`config.mk`:
```
export PLATFORM = sky130hd
export DESIGN_NAME = uart_tx_fifo_flat
export DESIGN_NICKNAME = d
export VERILOG_FILES = /design/src/rtl/uart_tx_fifo_if.sv /design/src/rtl/uart_tx_fifo.sv /design/src/flat_wrapper.sv
export SDC_FILE = /design/constraint.sdc
export NUM_CORES = 1
export LEC_CHECK = 0
export CAP_MARGIN = 5
export CORE_ASPECT_RATIO = 1.25
export CORE_MARGIN = 1
export CORE_UTILIZATION = 30
export CTS_CLUSTER_DIAMETER = 60
export DETAILED_ROUTE_END_ITERATION = 10
export GPL_TIMING_DRIVEN = 0
export MAX_ROUTING_LAYER = met4
export PLACE_DENSITY = 0.5
export SLEW_MARGIN = 0
export SYNTH_ARGS = -nofsm -noshare
export SYNTH_HDL_FRONTEND = slang
export SYNTH_SLANG_ARGS = --single-unit
```
`constraint.sdc`:
```
create_clock -name clk -period 4.3 [get_ports clk]
set_clock_uncertainty 0.05 [all_clocks]
set_input_delay 0.43 -clock clk [delete_from_list [all_inputs] [get_ports clk]]
set_output_delay 0.43 -clock clk [all_outputs]
set_load 0.02 [all_outputs]
```
`src/rtl/uart_tx_fifo_if.sv`:
```
// Core-side bus of the buffered UART transmitter: decoder strobe, register
// select, store/load data, plus the serial line and interrupt it returns.
interface uart_tx_fifo_if;
  logic        we;
  logic [1:0]  reg_sel;
  logic [31:0] wd;
  logic [31:0] rd;
  logic        tx;
  logic        irq;

  modport master (output we, reg_sel, wd, input rd, tx, irq);
  modport slave  (input we, reg_sel, wd, output rd, tx, irq);
endinterface

```
`src/rtl/uart_tx_fifo.sv`:
```
// Buffered UART transmitter: byte FIFO feeding an 8N1 serializer, status/control
// registers on a combinational read port. Define UART_TX_PARITY_EN for 8E1 framing.
module uart_tx_fifo #(
  parameter int CLKS_PER_BIT = 434,
  parameter int DEPTH        = 16
) (
  input  logic           clk,
  input  logic           rst,
  uart_tx_fifo_if.slave  bus
);
  localparam int PW = $clog2(DEPTH);
  localparam int CW = PW + 1;
  localparam int BW = $clog2(CLKS_PER_BIT);

`ifdef UART_TX_PARITY_EN
  typedef enum logic [2:0] {IDLE, START, DATA, PARITY, STOP} state_t;
`else
  typedef enum logic [1:0] {IDLE, START, DATA, STOP} state_t;
`endif

  function automatic logic even_parity(input logic [7:0] b);
    return ^b;
  endfunction

  logic [7:0]    mem [DEPTH];
  logic [PW-1:0] wr_ptr, rd_ptr;
  logic [CW-1:0] count;
  logic          ovf, en, irq_q;
  logic [7:0]    data_q;
  logic [BW-1:0] baud_cnt;
  logic [2:0]    bit_idx;
  state_t        state, state_n;
  logic          full, empty, push_req, push, pop, bit_end;
  logic          tx_c;
  logic [31:0]   rd_c;
  logic          unused_wd;

  assign full     = (count == CW'(DEPTH));
  assign empty    = (count == '0);
  assign push_req = bus.we && (bus.reg_sel == 2'd0);
  // A pop on the same edge frees the slot, so a full FIFO still accepts the push.
  assign push     = push_req && (!full || pop);
  assign bit_end  = (baud_cnt == BW'(CLKS_PER_BIT - 1));
  assign unused_wd = ^bus.wd[31:8];

  always_ff @(posedge clk) begin
    if (push) mem[wr_ptr] <= bus.wd[7:0];
    if (pop)  data_q <= mem[rd_ptr];
  end

  always_ff @(posedge clk) begin
    if (rst) begin
      wr_ptr <= '0;
      rd_ptr <= '0;
      count  <= '0;
      ovf    <= 1'b0;
      en     <= 1'b1;
    end else begin
      if (push) wr_ptr <= wr_ptr + PW'(1);
      if (pop)  rd_ptr <= rd_ptr + PW'(1);
      if (push && !pop)      count <= count + CW'(1);
      else if (pop && !push) count <= count - CW'(1);
      if (push_req && full && !pop)
        ovf <= 1'b1;
      else if (bus.we && (bus.reg_sel == 2'd1) && bus.wd[3])
        ovf <= 1'b0;
      if (bus.we && (bus.reg_sel == 2'd2)) en <= bus.wd[0];
    end
  end

  always_ff @(posedge clk) begin
    if (rst) begin
      state    <= IDLE;
      baud_cnt <= '0;
      bit_idx  <= '0;
      irq_q    <= 1'b1;
    end else begin
      state    <= state_n;
      baud_cnt <= (state == IDLE || bit_end) ? '0 : baud_cnt + BW'(1);
      if (state != DATA)  bit_idx <= '0;
      else if (bit_end)   bit_idx <= bit_idx + 3'd1;
      irq_q    <= empty && (state == IDLE);
    end
  end

  always_comb begin
    state_n = state;
    pop     = 1'b0;
    case (state)
      IDLE: if (en && !empty) begin
        pop     = 1'b1;
        state_n = START;
      end
      START: if (bit_end) state_n = DATA;
`ifdef UART_TX_PARITY_EN
      DATA:   if (bit_end && bit_idx == 3'd7) state_n = PARITY;
      PARITY: if (bit_end) state_n = STOP;
`else
      DATA:   if (bit_end && bit_idx == 3'd7) state_n = STOP;
`endif
      // Chain straight into the next start bit so queued bytes leave gap-free.
      STOP: if (bit_end) begin
        if (en && !empty) begin
          pop     = 1'b1;
          state_n = START;
        end else begin
          state_n = IDLE;
        end
      end
      default: state_n = IDLE;
    endcase
  end

  always_comb begin
    tx_c = 1'b1;
    case (state)
      START:  tx_c = 1'b0;
      DATA:   tx_c = data_q[bit_idx];
`ifdef UART_TX_PARITY_EN
      PARITY: tx_c = even_parity(data_q);
`endif
      default: tx_c = 1'b1;
    endcase
  end

  always_comb begin
    rd_c = '0;
    case (bus.reg_sel)
      2'd1: begin
        rd_c[0]      = full;
        rd_c[1]      = empty;
        rd_c[2]      = (state != IDLE);
        rd_c[3]      = ovf;
        rd_c[4 +: CW] = count;
      end
      2'd2:    rd_c[0] = en;
      default: rd_c = '0;
    endcase
  end

  assign bus.rd  = rd_c;
  assign bus.tx  = tx_c;
  assign bus.irq = irq_q;
endmodule

```
`src/flat_wrapper.sv`:
```
// flat-port wrapper written by rule: the top's interface ports become plain ports
module uart_tx_fifo_flat 
#(
  parameter int CLKS_PER_BIT = 434,
  parameter int DEPTH        = 16
)
  (clk, rst, bus_we, bus_reg_sel, bus_wd, bus_rd, bus_tx, bus_irq);
  uart_tx_fifo_if bus_i ();
  input  logic clk;
  input  logic rst;
  input wire logic [$bits(bus_i.we)-1:0] bus_we;
  input wire logic [$bits(bus_i.reg_sel)-1:0] bus_reg_sel;
  input wire logic [$bits(bus_i.wd)-1:0] bus_wd;
  output wire logic [$bits(bus_i.rd)-1:0] bus_rd;
  output wire logic [$bits(bus_i.tx)-1:0] bus_tx;
  output wire logic [$bits(bus_i.irq)-1:0] bus_irq;
  assign bus_i.we = bus_we;
  assign bus_i.reg_sel = bus_reg_sel;
  assign bus_i.wd = bus_wd;
  assign bus_rd = bus_i.rd;
  assign bus_tx = bus_i.tx;
  assign bus_irq = bus_i.irq;
  uart_tx_fifo #(.CLKS_PER_BIT(CLKS_PER_BIT), .DEPTH(DEPTH)) u_core (.clk(clk), .rst(rst), .bus(bus_i));
endmodule
```
# After elaboration in Yosys (flattened, before gate mapping)
# Memory sizes are Yosys's and may differ from the RTL's. A register that Yosys moved wholly into a read port is not among the register bits.
# Index checks and enable logic that the tools add are counted.
# op_classes
div_mod_pow,0
bitwise,0
n_eq_ne,13
reduce_logical,27
shifts,0
n_addsub,6
multipliers,0
mux,20
n_lt_le_gt_ge,1
# ops
cell,n
1-bit logical AND,12
5-bit two-way mux,2
"9-bit by 1-bit adder with 9-bit output, second input constant",1
"9-bit == test, second input constant",1
"4-bit by 1-bit adder with 4-bit output, second input constant",2
1-bit two-way mux,8
2-bit two-way mux,4
8-bit two-way mux,1
2-bit case mux with 4 select lines,1
"2-bit == test, second input constant",3
"2-bit by 1-bit != test with 1-bit output, second input constant",3
1-bit case mux with 2 select lines,3
2-bit nonzero test,3
"5-bit by 1-bit adder with 5-bit output, second input constant",1
"5-bit == test, second input constant",1
5-bit zero test,1
"5-bit by 1-bit subtractor with 5-bit output, second input constant",1
"2-bit by 1-bit == test with 1-bit output, second input constant",2
1-bit zero test,4
2-bit zero test,2
"3-bit by 4-bit less-than comparator with 1-bit output, second input constant",1
"2-bit != test, second input constant",2
4-bit AND reduction,1
2-bit OR reduction,2
4 further kinds,5
# totals
elab_cells,77
input_bits,37
romBits,0
ramBits,128
latch_bits,0
memories,1
out_inout_bits,34
reg_bits,30
# mem_list
memory,words,width,read_ports,rd_ports_with_merged_regs,write_ports,line_no,text
u_core.mem,16,8,1,1,1,uart_tx_fifo.sv:25,logic [7:0] mem [DEPTH];

# Logic depth before layout (Yosys ltp)
# Gate-level depths: netlist of the first run.
# logic_depth
word_depth,12
mapped_depth,13
mapped_depth_nobuf,13

# Worst setup path before layout of the first run
# No wires, ideal clock.
# synth_timing
kind,register to register
startpoint,reg u_core.state[0]
endpoint,reg u_core.count[4]
arrival_time_ps,2966
path_slack_ps,1163
setup_time_ps,121
stages_incl_launch_ff,14
synth_period_minus_slack_ps,3137
required_ps,4129
path_buffers,1
cell_sequence,dfxtp_1 inv_1 ha_1 nor2b_1 o311ai_4 a21oi_2 buf_6 ha_1 inv_1 fa_1 a21o_1 a21oi_1 mux2i_1 mux2_2
# synth_between
elab_chain_cells,7
elab_cells_between_ends,11
cone_classes,eq/ne: 1; mux: 2; reduce/logical: 8
# synth_lines
item,line_no,text
"start, declared",uart_tx_fifo.sv:32,"state_t state, state_n;"
"start signal, assigned",uart_tx_fifo.sv:78,state <= state_n;
2-bit == test / 2-bit zero test (equally long branches),uart_tx_fifo.sv:89,case (state)
1-bit case mux with 2 select lines *,uart_tx_fifo.sv:89,
1-bit logical OR *,uart_tx_fifo.sv:42,assign push = push_req && (!full || pop);
1-bit logical AND *,uart_tx_fifo.sv:42,
via u_core.push,uart_tx_fifo.sv:33,"logic full, empty, push_req, push, pop, bit_end;"
1-bit zero test,uart_tx_fifo.sv:62,else if (pop && !push) count <= count - CW'(1);
1-bit logical AND,uart_tx_fifo.sv:62,
2-bit nonzero test (no line),-,
"end signal, assigned",uart_tx_fifo.sv:61,if (push && !pop) count <= count + CW'(1);
"end signal, assigned",uart_tx_fifo.sv:62,
"end, declared",uart_tx_fifo.sv:27,logic [CW-1:0] count;
# The timed path passes the listed nets; every way through them passes the cells marked *.
# A chain may end at the register's enable or synchronous reset.

# Worst setup path after layout of the first run
# layout_timing
startpoint,reg u_core.state[0]
endpoint,reg u_core.count[4]
# layout_between
elab_chain_cells,7
elab_cells_between_ends,11
cone_classes,eq/ne: 1; mux: 2; reduce/logical: 8
# layout_lines
item,line_no
2-bit == test / 2-bit zero test (equally long branches),uart_tx_fifo.sv:89
1-bit case mux with 2 select lines *,uart_tx_fifo.sv:89
via u_core.pop,uart_tx_fifo.sv:33
1-bit logical OR,uart_tx_fifo.sv:42
1-bit logical AND,uart_tx_fifo.sv:42
1-bit zero test,uart_tx_fifo.sv:62
1-bit logical AND,uart_tx_fifo.sv:62
2-bit nonzero test (no line),-
# Marks and branches as above.

==> results of run 1 <==
power groups by stage:
stage          clock network, mW  logic, mW  registers (mW)
2_1_floorplan                  0      0.797            1.92
3_3_place_gp                   0       1.07            1.93
3_5_place_dp                   0       1.09            1.93
4_1_cts                     1.55       1.10            1.90
5_1_grt                     1.61       1.17            1.91
6_report                    1.53       1.07            1.89
worst min-delay path by stage:
stage	endpoint	slack (ns)	cells past startpoint
after floorplan	u_core.baud_cnt[0]	0.39	1
after detailed placement	u_core.ovf	0.43	2
after CTS	u_core.ovf	0.44	2
after global placement	u_core.baud_cnt[0]	0.41	1
after global routing	u_core.baud_cnt[0]	0.48	1
final	u_core.ovf	0.43	2
tightest hold or removal path: cells and delay by family, from the launching register on:
kind	cells	cell delay, ns
compound gates	1	0.06
flops	1	0.32
simple gates	1	0.05
through the flow:
stage	worst slack, ns	area, sq um
2_1_floorplan	1.16	7380
3_3_place_gp	0.688	8020
3_5_place_dp	0.680	8020
4_1_cts	0.753	8600
5_1_grt	0.513	8600
6_report	0.772	8600
area by class of cell:
cell class,count,share of cell area
Multi-Input combinational cell,237,0.275
Sequential cell,166,0.545
Clock buffer,18,0.0499
Buffer,43,0.0329
Tap cell,325,0.0473
Timing Repair Buffer,23,0.0268
Inverter,12,0.00524
Clock inverter,14,0.0180
cell usage after synthesis (3+ instances only):
cell type and n:
edfxtp_1 136, mux4_2 42, nor2_1 31, dfxtp_1 30, buf_4 27, ha_1 20
and2_1 12, and3_1 12, inv_1 12, clkbuf_1 10, nor2b_1 10, mux2i_1 9
nand2b_1 9, xnor2_1 7, nand3_1 6, a21oi_1 5, mux2_2 5, buf_2 4
xor2_1 4, a21o_1 3, or3_1 3
cell families after synthesis:
group | after synthesis | share of synthesized area
flip-flops | 166 | 0.642
AND/OR/NAND/NOR | 99 | 0.0785
multiplexers | 57 | 0.151
buffers and inverters | 55 | 0.0449
AO/OA/AOI/OAI | 26 | 0.0329
adder cells (fa/ha/maj) | 21 | 0.0370
XOR/XNOR | 11 | 0.0132
other | 1 | 0.000514
flip-flops by register name (all words and copies together) (netlist names):
name and cells:
u_core.rd_ptr 4, u_core.bus.irq 1, u_core.wr_ptr 4, u_core.state 2
u_core.count 5, u_core.baud_cnt 9, u_core.mem 128, u_core.ovf 1
u_core.bit_idx 3, u_core.data_q 8, u_core.en 1
cells in the final DEF, fill, tap and decap left out, types with 9 or more instances in the layout:
| cell type | count |
|---|---|
| and2_1 | 12 |
| and3_1 | 12 |
| buf_4 | 27 |
| clkbuf_1 | 11 |
| clkbuf_16 | 17 |
| clkdlybuf4s50_1 | 23 |
| conb_1 | 23 |
| dfxtp_1 | 30 |
| edfxtp_1 | 136 |
| ha_1 | 20 |
| inv_1 | 12 |
| mux2i_1 | 9 |
| mux4_2 | 42 |
| nand2b_1 | 9 |
| nor2_1 | 31 |
| nor2b_1 | 10 |
routing by layer:
metal / part of all wire / global-route usage / vias to the layer above / routed length [um]
li1: - / - / 1762 / -
met5: 0 / - / - / 0
met2: 0.52 / 0.233 / 70 / 7890
met1: 0.43 / 0.153 / 1914 / 6450
met4: 0.016 / 0.0435 / 0 / 235
met3: 0.031 / 0.0285 / 14 / 468
==> out/metrics.csv, run 1 <==
metric,value,unit
CTS H-tree lvls,4,
clk_lat worst skew,0.43,ns
Crit. Startpoint,u_core.state[0],
Inserted Diodes,0,
final critical-path required period,3.53,ns
Comb power frac,0.238,
die width,142,um
PortBufs,23,
final worst path period share,0.820,
"non-filler cells, final",838,
total gr overflow,0,
share of the synthesized area in the top cell type,0.559,
hold_ws,0.431,ns
status,"complete, no violations",
setup TNS,0,ns
P_sw,1.32,mW
Post-synth top flop,edfxtp_1,
r2r startpoint,u_core.state[0],
dpl cells,806,
clk sinks,166,
CP Launch Type,flip-flop,
die height,176,um
DP Wirelength,10300,um
Worst Path Max Fanout,12,
Syn Inst Count,436,
Post-CTS Hold Buffers,0,
RSZ-0062 raised after global routing,false,
"flops & latches, synth",166,
post-DR wirelength/cell,18.0,um
initial antenna violation count,0,
core area,23800,sq um
Final Power,4.49,mW
Routed Antenna Nets,0,
drt pass-1 iters,5,
RR Endpoint,u_core.count[4],
Arrival @ worst endpoint,3.80,ns
Slowest cell on crit path,nor3_4,
Setup Buffers After CTS,0,
Rows,63,
Crit path max-delay family,buffers and inverters,
asr flop ratio synth,0,
first-pass GRT wire length,23400,um
Reg power frac,0.422,
worst hold path class,flip-flop to flip-flop,
Syn Area/Cell,16.7,sq um
post-cts resize count,0,
Routed WL,15000,um
Peak VDD IR,0.298,mV
Critical Path End Type,flip-flop,
I/O Pins,71,
Area contributors post-synth,"edfxtp_1, mux4_2, dfxtp_1, ha_1, buf_4",
Iteration-0 DRC Markers,201,
die area,25000,sq um
Yosys cell types,54,
vias in the first global route,3965,
Syn. warnings,0,
reg2reg path depth,13,
post-synthesis sequential area ratio,0.642,
Worst Hold Launch,u_core.ovf,
total CTS buffers,17,
Crit Path Category,flip-flop to flip-flop,
Sw Ratio,0.295,
Area Overhead vs Synth,17.9,%
Crit. path cell count,13,
# setup viols final,0,
largest net degree at the start of global routing,18,
Critical Path Max Stage Delay,0.54,ns
all-layer global routing usage,0.134,
R2R Setup Slk,0.77,ns
mapped cell area,7300,sq um
Register Area,4680,sq um
clock power share,0.340,
Starting Density,0.307,
final core utilization,0.361,
CTS tree,built,
P_int,3.17,mW
Clock Tree Root,clkbuf_16,
leakage,2.89,nW
drt drc,0,
Slew HR,0.486,
final hold vios,0,
GPL Wtd Cong,0.745,
Yosys top cell by area,edfxtp_1,
area taken by multi-input logic gates,2370,sq um
CTS max path bufs,2,
Bufs and invs on worst path,4,
clock slew seen by the registers of the worst setup and hold paths,0.07,ns
slew at the pin with the worst max-slew slack,0.768,ns
layout cells sized above 1,0.236,
number of fill cells in the layout,2292,
DR vias/cell,4.49,
Vias,3760,
MaxCap Viol Count,0,
max-slew violation count,0,
CP cell instances,inv_1 -> ha_1 -> clkbuf_1 -> a31oi_4 -> nor3_4 -> inv_1 -> ha_1 -> inv_1 -> ha_1 -> a21o_1 -> a21oi_1 -> mux2i_1 -> mux2_2,
Worst setup endpoint,u_core.count[4],
number of synthesized flops with an enable pin,136,
power per cell area,522,nW/um^2
fmax,0.283,GHz
WP data required,4.57,ns
NumNets Final,558,
No activity file was read; power rests on OpenSTA's default activity.
==> run 2, diff against run 1 <==
Clock period 4.3 ns to 3.45 ns, I/O delays scaled along.
==> run 2 against run 1 <==
Effect of this change: clock power up 25%; final cell count increased by 0.60%; wire length rose by 0.75%; highest routed layer unchanged; count of clock-buffer cells in the layout unchanged; die area stayed put; power rose by 26%; first-iteration DRC count is 11% higher; largest power group unchanged; utilization grew 0.28 points.
==> out/metrics.csv, run 2 (same netlist as run 1, synthesis figures left out) <==
metric,value,unit,change
MaxCap Viol Count,0,,unchanged
die width,142,um,unchanged
final core utilization,0.364,,was 0.361
GPL Wtd Cong,0.745,,unchanged
status,"complete, no violations",,unchanged
largest registers,"u_core.mem x128, u_core.baud_cnt x9, u_core.data_q x8",,unchanged
DP Wirelength,10300,um,unchanged
WP data required,3.72,ns,was 4.57 ns
CTS max path bufs,2,,unchanged
"non-filler cells, final",843,,was 838
CTS H-tree lvls,4,,unchanged
power per cell area,651,nW/um^2,was 522 nW/um^2
post-DR wirelength/cell,18.0,um,about the same
Routed Antenna Nets,0,,unchanged
core area,23800,sq um,unchanged
CTS tree,built,,unchanged
slew at the pin with the worst max-slew slack,0.787,ns,was 0.768 ns
Routed WL,15200,um,was 15000 um
total gr overflow,0,,unchanged
Worst Hold Launch,u_core.ovf,,unchanged
final critical-path required period,3.25,ns,was 3.53 ns
clk_lat worst skew,0.43,ns,about the same
R2R Setup Slk,0.20,ns,was 0.77 ns
die area,25000,sq um,unchanged
layout cells sized above 1,0.255,,was 0.236
largest net degree at the start of global routing,18,,unchanged
Register Area,4680,sq um,unchanged
Vias,3814,,was 3760
most frequent cells in the layout,"edfxtp_1, mux4_2, buf_4",,"was edfxtp_1, mux4_2, nor2_1"
Setup WS post-layout,0.196,ns,was 0.772 ns
Post-Place Setup Slack,-0.0848,ns,was 0.680 ns
DP Area,8020,sq um,unchanged
reg2reg path depth,13,,unchanged
RSZ-0062 raised after global routing,false,,unchanged
drt pass-1 iters,4,,was 5
post-route cell area,8670,sq um,was 8600 sq um
Crit. Startpoint,u_core.state[0],,unchanged
all-layer global routing usage,0.134,,about the same
final worst path period share,0.943,,was 0.820
CP Launch Type,flip-flop,,unchanged
RR Endpoint,u_core.count[4],,unchanged
die height,176,um,unchanged
number of fill cells in the layout,2292,,unchanged
Slew HR,0.474,,was 0.486
initial antenna violation count,0,,unchanged
NumNets Final,563,,was 558
Rows,63,,unchanged
Final Power,5.64,mW,was 4.49 mW
r2r startpoint,u_core.state[0],,unchanged
clk sinks,166,,unchanged
drt drc,0,,unchanged
vias in the first global route,3962,,was 3965
Inserted Diodes,0,,unchanged
Peak VDD IR,0.373,mV,was 0.298 mV
Area Overhead vs Synth,18.8,%,was 17.9%
WHS Path Cells,2,,unchanged
# setup viols final,0,,unchanged
Iteration-0 DRC Markers,223,,was 201
Worst Path Max Fanout,10,,was 12
max-slew violation count,0,,unchanged
Starting Density,0.307,,unchanged
final hold vios,0,,unchanged
total CTS buffers,17,,unchanged
Critical Path End Type,flip-flop,,unchanged
leakage,2.93,nW,was 2.89 nW
Crit Path Category,flip-flop to flip-flop,,unchanged
Hold Path End,u_core.ovf,,unchanged
Arrival @ worst endpoint,3.52,ns,was 3.80 ns
Post-CTS Hold Buffers,0,,unchanged
I/O Pins,71,,unchanged
max reg flops,128,,unchanged
PortBufs,23,,unchanged
Biggest register,u_core.mem,,unchanged
worst hold path class,flip-flop to flip-flop,,unchanged
Clock Tree Root,clkbuf_16,,unchanged
fmax,0.307,GHz,was 0.283 GHz
dpl cells,806,,unchanged
area taken by multi-input logic gates,2390,sq um,was 2370 sq um
first-pass GRT wire length,23400,um,about the same
DR vias/cell,4.52,,was 4.49
"most common cell after layout, fill and taps aside",edfxtp_1,,unchanged
clock slew seen by the registers of the worst setup and hold paths,0.07,ns,about the same
## run 2: cell types whose count changed in the layout (fill, tap and decap cells not counted), sizes merged
cell    delta
clkbuf     -1
buf        +6
## run 2: how the worst max path moves through the flow
stage / endpoint / slack (ns) / depth (start not counted)
global placement: u_core.count[4] / -0.08 / 13
global route: u_core.count[4] / 0.03 / 13
detailed placement: u_core.count[4] / -0.08 / 13
floorplan: u_core.count[4] / 0.31 / 13
CTS: u_core.count[4] / 0.01 / 13
finish: u_core.count[4] / 0.20 / 13
## run 2: timing repair
action / 4_1_cts / 5_1_grt
pin swaps: 1 / 2
setup buffers: 1 / 5
gates resized for setup: 2 / 5
setup endpoints to repair: 1 / 1
## run 2: stage by stage
stage / hold slack [ns] / setup TNS, ns
floorplan: 0.391 / 0
global placement: 0.414 / -0.0773
detailed placement: 0.426 / -0.0848
finish: 0.428 / 0
CTS: 0.436 / 0
global route: 0.477 / 0
## run 2: layout make-up
class                   instances  area share
plain buffers                  42      0.0322
clock buffers                  18      0.0495
clock inverters                14      0.0179
inverters                      12     0.00520
multi-input cells             237       0.276
flip-flops and latches        166       0.540
well taps                     325      0.0469
repair buffers                 29      0.0318
## run 2: power by group
| part | leakage (nW) | internal, mW | switching, mW |
|---|---|---|---|
| registers | 1.47 | 2.30 | 0.0583 |
| clock network | 0.284 | 1.03 | 0.875 |
| logic | 1.17 | 0.641 | 0.734 |
## run 2: layer usage
layer	track usage	vias up	wire, um
met5	-	-	0
met4	0.0435	0	246
met3	0.0285	16	452
met2	0.234	79	7950
met1	0.153	1944	6510
li1	-	1775	-
## run 2: worst max-delay path, cell delays in order, from the launching register on
cell	delay [ns]
dfxtp_1	0.37
inv_1	0.11
ha_2	0.35
nor2b_2	0.17
o311ai_4	0.13
a21oi_4	0.19
buf_6	0.16
ha_1	0.18
inv_2	0.07
fa_1	0.40
a21o_1	0.20
a21oi_1	0.17
mux2i_1	0.24
mux2_2	0.35
